File: config.mk
export PLATFORM = sky130hd
export DESIGN_NAME = fifo_rd_stream
export DESIGN_NICKNAME = d
export VERILOG_FILES = /design/src/rtl/shared_pkg.sv /design/src/rtl/fifo_rd_stream_skid_buf2.sv /design/src/rtl/fifo_rd_stream.sv
export SDC_FILE = /design/constraint.sdc
export NUM_CORES = 1
export LEC_CHECK = 0
export ABC_AREA = 0
export CAP_MARGIN = 25
export CORE_MARGIN = 10
export CORE_UTILIZATION = 50
export CTS_CLUSTER_SIZE = 40
export DETAILED_ROUTE_END_ITERATION = 10
export PLACE_DENSITY = 0.79
export SLEW_MARGIN = 5
export SYNTH_ARGS = -nofsm -noshare
export SYNTH_HDL_FRONTEND = slang
export SYNTH_SLANG_ARGS = --single-unit
File: constraint.sdc
create_clock -name clk -period 3.3 [get_ports clk]
set_input_delay 0.66 -clock clk [delete_from_list [all_inputs] [get_ports clk]]
set_output_delay 0.66 -clock clk [all_outputs]
set_load 0.01 [all_outputs]
File: src/rtl/shared_pkg.sv
// Shared FIFO-side definitions: data width, drained-word counter width and
// the read-stream controller state encoding.
package shared_pkg;

  localparam int FIFO_WIDTH = 16;
  localparam int CNT_WIDTH  = 16;

  typedef enum logic [1:0] {
    RS_IDLE  = 2'd0,
    RS_RUN   = 2'd1,
    RS_FLUSH = 2'd2
  } rd_state_e;

endpackage

File: src/rtl/fifo_rd_stream_skid_buf2.sv
// Two-entry register skid buffer. Entry 0 is always the head, so pops shift
// entry 1 down and the head is a plain register with no read mux.
module skid_buf2 #(
  parameter int W = shared_pkg::FIFO_WIDTH
) (
  input  logic         clk,
  input  logic         rst_n,
  input  logic         clear,
  input  logic         push,
  input  logic         pop,
  input  logic [W-1:0] din,
  output logic [W-1:0] head,
  output logic [1:0]   occ,
  output logic         full,
  output logic         empty
);

  logic [W-1:0] ent0;
  logic [W-1:0] ent1;

  always_ff @(posedge clk or negedge rst_n) begin
    if (!rst_n) begin
      ent0 <= '0;
      ent1 <= '0;
      occ  <= 2'd0;
    end else if (clear) begin
      ent0 <= '0;
      ent1 <= '0;
      occ  <= 2'd0;
    end else begin
      case ({push, pop})
        2'b10: begin
          if (occ == 2'd0) begin
            ent0 <= din;
            occ  <= 2'd1;
          end else if (occ == 2'd1) begin
            ent1 <= din;
            occ  <= 2'd2;
          end
        end
        2'b01: begin
          if (occ != 2'd0) begin
            ent0 <= ent1;
            occ  <= occ - 2'd1;
          end
        end
        2'b11: begin
          // A pop from an empty buffer cannot happen; treat it as a plain push.
          if (occ == 2'd2) begin
            ent0 <= ent1;
            ent1 <= din;
          end else begin
            ent0 <= din;
            occ  <= 2'd1;
          end
        end
        default: ;
      endcase
    end
  end

  assign head  = ent0;
  assign full  = (occ == 2'd2);
  assign empty = (occ == 2'd0);

endmodule

File: src/rtl/fifo_rd_stream.sv
// FIFO read-side consumer: pulls words with rd_en, absorbs the 1-cycle read
// latency in a 2-entry skid buffer and presents them as a valid/ready stream.
module fifo_rd_stream #(
  parameter int FIFO_WIDTH = shared_pkg::FIFO_WIDTH,
  parameter int BUF_DEPTH  = 2,
  parameter int CNT_WIDTH  = shared_pkg::CNT_WIDTH
) (
  input  logic                  clk,
  input  logic                  rst_n,
  input  logic                  enable,
  input  logic                  flush,
  input  logic                  fifo_empty,
  input  logic                  fifo_underflow,
  input  logic [FIFO_WIDTH-1:0] fifo_data_out,
  output logic                  fifo_rd_en,
  output logic                  m_valid,
  output logic [FIFO_WIDTH-1:0] m_data,
  input  logic                  m_ready,
  output logic [CNT_WIDTH-1:0]  drained_cnt,
  output logic                  busy,
  output logic                  err_underflow
);

  import shared_pkg::*;

  // state    | meaning
  // RS_IDLE  | no reads issued; buffered words still drain
  // RS_RUN   | reads issued while the buffer has room
  // RS_FLUSH | no reads; buffer and landing word discarded

  localparam logic [2:0] BUF_LIM = 3'(BUF_DEPTH);

  rd_state_e state;
  rd_state_e state_nxt;
  logic      inflight;
  logic      pop;
  logic      discard;
  logic      buf_push;
  logic      buf_full;
  logic      buf_empty;
  logic [1:0] occ;
  logic [2:0] level;

  assign pop     = m_valid && m_ready;
  assign discard = flush || (state == RS_FLUSH);
  assign buf_push = inflight && !discard && (!buf_full || pop);

  // Occupancy after this cycle's pop, counting the word already in flight.
  assign level = {1'b0, occ} + {2'b00, inflight} - {2'b00, pop};

  assign fifo_rd_en = (state == RS_RUN) && !flush && !fifo_empty && (level < BUF_LIM);
  assign m_valid    = !buf_empty && (state != RS_FLUSH);
  assign busy       = (state != RS_IDLE) || (occ != 2'd0) || inflight;

  skid_buf2 #(.W(FIFO_WIDTH)) u_buf (
    .clk   (clk),
    .rst_n (rst_n),
    .clear (discard),
    .push  (buf_push),
    .pop   (pop),
    .din   (fifo_data_out),
    .head  (m_data),
    .occ   (occ),
    .full  (buf_full),
    .empty (buf_empty)
  );

  always_comb begin
    state_nxt = state;
    if (flush) begin
      state_nxt = RS_FLUSH;
    end else begin
      case (state)
        RS_IDLE:  if (enable)    state_nxt = RS_RUN;
        RS_RUN:   if (!enable)   state_nxt = RS_IDLE;
        RS_FLUSH: if (!inflight) state_nxt = RS_IDLE;
        default:                 state_nxt = RS_IDLE;
      endcase
    end
  end

  always_ff @(posedge clk or negedge rst_n) begin
    if (!rst_n) begin
      state         <= RS_IDLE;
      inflight      <= 1'b0;
      drained_cnt   <= '0;
      err_underflow <= 1'b0;
    end else begin
      state    <= state_nxt;
      inflight <= fifo_rd_en;
      if (pop) begin
        drained_cnt <= drained_cnt + 1'b1;
      end
      if (fifo_underflow) begin
        err_underflow <= 1'b1;
      end
    end
  end

endmodule
==> metrics.txt <==
layout net count=331; final instance area=0.00351 sq mm; Pwr per Cell Area=414 mW/mm^2; Top delay family on crit path=adder cells; layout cells sized above 1=15.5%; vias=1954; critical path endpoint category=primary output; Hold Vio Cnt, Final=0; max incr delay on CP=500 ps; drt drc=0; # diodes=0; period utilisation layout=97.3%; Area Overhead vs Synth=31.5%; Worst-path clk slew=90 ps; Placed Instance Area=0.00335 sq mm; Gate Count Post-Synth=230; multiplexer share of the synthesized area=13.3%; largest net degree at the start of global routing=29; CTS tree=done; Worst Skew=5.90 ps; adder-cell share of the synthesized area=2.63%; post-DR vias/cell=5.22; CP max stage cell=fa_1; worst slew pin tran=1010 ps; worst path cell trace=inv_1 > ha_4 > nor2b_4 > nand2_2 > nor2_4 > buf_4 > buf_4 > fa_1 > nand3b_1 > nor4_2 > buf_2; setup violators final=0; register area share after synthesis=50.7%; outcome=finished, final reports clean; Synth Flop Type=dfrtp_1; Worst EP required=2640 ps; Total Power=1450 uW; Detail Route Antenna Nets=0; first-pass GRT wire length=10400 um; synthesized-area fraction occupied by xor and xnor cells=5.25%; clk buf depth=2; io pins=59; CTS H-tree depth=2; DRT Wirelength=6300 um; Min Clock Period, post-route=3210 ps; max_cap viols=0; syn avg cell area=11.6 sq um; Compound-Gate Fraction of Synth Area=7.41%; std cell rows=26; Overall Global Routing Usage=14.6%; post-synth top area share=50.7%; largest cells by area after synthesis=dfrtp_1 51%, mux2i_1 12%, o2bb2ai_1 5.3%, xnor2_1 4.3%, nand2_1 3.7%; DIE HEIGHT=93.0 um; CTS buffer count=5; leakage power=0.00151 uW; clk_lat worst skew=310 ps; Placer Congestion=0.955; Cell variety after synth=45; CP bufs+invs=4; ys async rst share=100%; Port Buf Inserts=58; root buffer cell=clkbuf_8; DIE AREA=0.00866 sq mm; wire length per cell=16.8 um; Net Count, Synth=258; max-slew violations=0; main combinational cell family by area after synthesis=simple AND/OR/NAND/NOR gates; initial antenna violation count=0; worst hold path type=input port to asynchronous set/reset pin; critical path's most frequent cell=buf_4; VDD IR max=0.000292 V; drt pass-1 iters=4; Sink Count=54; Congestion Overflow GR=0; worst setup path class=flip-flop to primary output; Startpoint Class=flip-flop; core box area=0.00514 sq mm; hold_buf cts=0; Max transition margin=32.6%; post-synthesis simple-gate area fraction=15.2%; YS warnings=0; Seq cells post-synth=54; DR iter-0 viols=110; Yosys top cell by area=dfrtp_1; Starting Density=51.9%; f_max=312 MHz; crit-path max FO=3; Critical Path AT=2550 ps; vias in the first global route=2084; HPWL after DPL=4370 um; Netlist Area Pre-Place=0.00267 sq mm; chip width=93.0 um; EDFF count, synth=0
## final cells by class
class / count / area, sq um
repair buffers: 75 / 701
well taps: 70 / 87.6
fillers: 419 / 1630
multi-input cells: 149 / 1210
flip-flops and latches: 54 / 1350
clock inverters: 2 / 13.8
inverters: 18 / 67.6
clock buffers: 6 / 72.6
## cells by family after synthesis
kind of cell | count (synthesis)
XOR/XNOR | 16
adder cells (fa/ha/maj) | 5
AND/OR/NAND/NOR | 69
AO/OA/AOI/OAI | 24
multiplexers | 35
flip-flops | 54
buffers and inverters | 27
## cell usage in the layout, fill, tap and decap left out, types with 2 or more instances in the layout
cell / count
and4_1: 2
buf_2: 2
buf_4: 17
clkbuf_8: 5
clkdlybuf4s50_1: 55
dfrtp_1: 54
ha_1: 3
inv_1: 18
mux2_2: 3
mux2i_1: 32
nand2_1: 25
nand2b_1: 4
nand3_1: 7
nand4_1: 3
nor2_1: 4
nor2_2: 2
nor3_1: 2
nor3b_1: 2
nor4_2: 2
o2bb2ai_1: 16
xnor2_1: 13
xor2_1: 3
## path summary, 6_finish.rpt
check | startpoint | end | slack (ps) | cells after the start
min | rst_n | u_buf.head[5] | 360 | 1
max in group asynchronous | rst_n | drained_cnt[5] | 2150 | 2
max reg2reg | u_buf.occ[0] | u_buf.ent1[1] | 970 | 7
max | u_buf.occ[0] | fifo_rd_en | 90 | 11
min reg2reg | drained_cnt[15] | drained_cnt[15] | 480 | 1
min in group clk | drained_cnt[15] | drained_cnt[15] | 480 | 1
## cells in the mapped netlist (3+ instances only)
library cell  number
ha_1               4
dfrtp_1           54
nand2_1           26
mux2_2             3
buf_6              3
mux2i_1           32
nand3_1            7
nand2b_1           5
o2bb2ai_1         16
nand4_1            3
xnor2_1           13
inv_1             18
nor2_1             5
xor2_1             3
## flip-flops by register name, summed over array words and instances, names as in the netlist
signal and cells:
drained_cnt 16, err_underflow 1, inflight 1, state 2, u_buf.ent1 16, u_buf.head 16
u_buf.occ 2
## power breakdown
part           switching (uW)  total (uW)  internal, uW
clock                     213         363           150
sequential               46.2         755           709
combinational             159         335           176
## timing repair
action | in CTS | in global routing
endpoints found under the setup margin | 1 | 1
buffers inserted | 0 | 4
endpoints found under the hold margin | 0 | 0
gates resized for setup | 7 | 9
cloned | 0 | 0
pin swaps | 0 | 4
## per-stage QoR
stage	instances	utilization (%)	hold slack, ps	setup TNS, ps	setup WS, ps
global placement	362	65.1	451	-411	-411
floorplan	230	-	364	0	379
finish	374	68.2	355	0	90.2
detailed placement	362	65.1	454	-526	-526
CTS	370	66.9	377	0	14.8
global route	374	68.2	394	-53.4	-53.4
## metal layers
layer / routed length, um / GRT usage, % / part of all wire, %
met1: 2860 / 18.6 / 45
met2: 2940 / 22.3 / 47
met3: 425 / 5.68 / 6.8
met4: 68 / 4.63 / 1.1
met5: 0 / 0 / 0
Note: power is estimated with default switching activity, not from simulation.
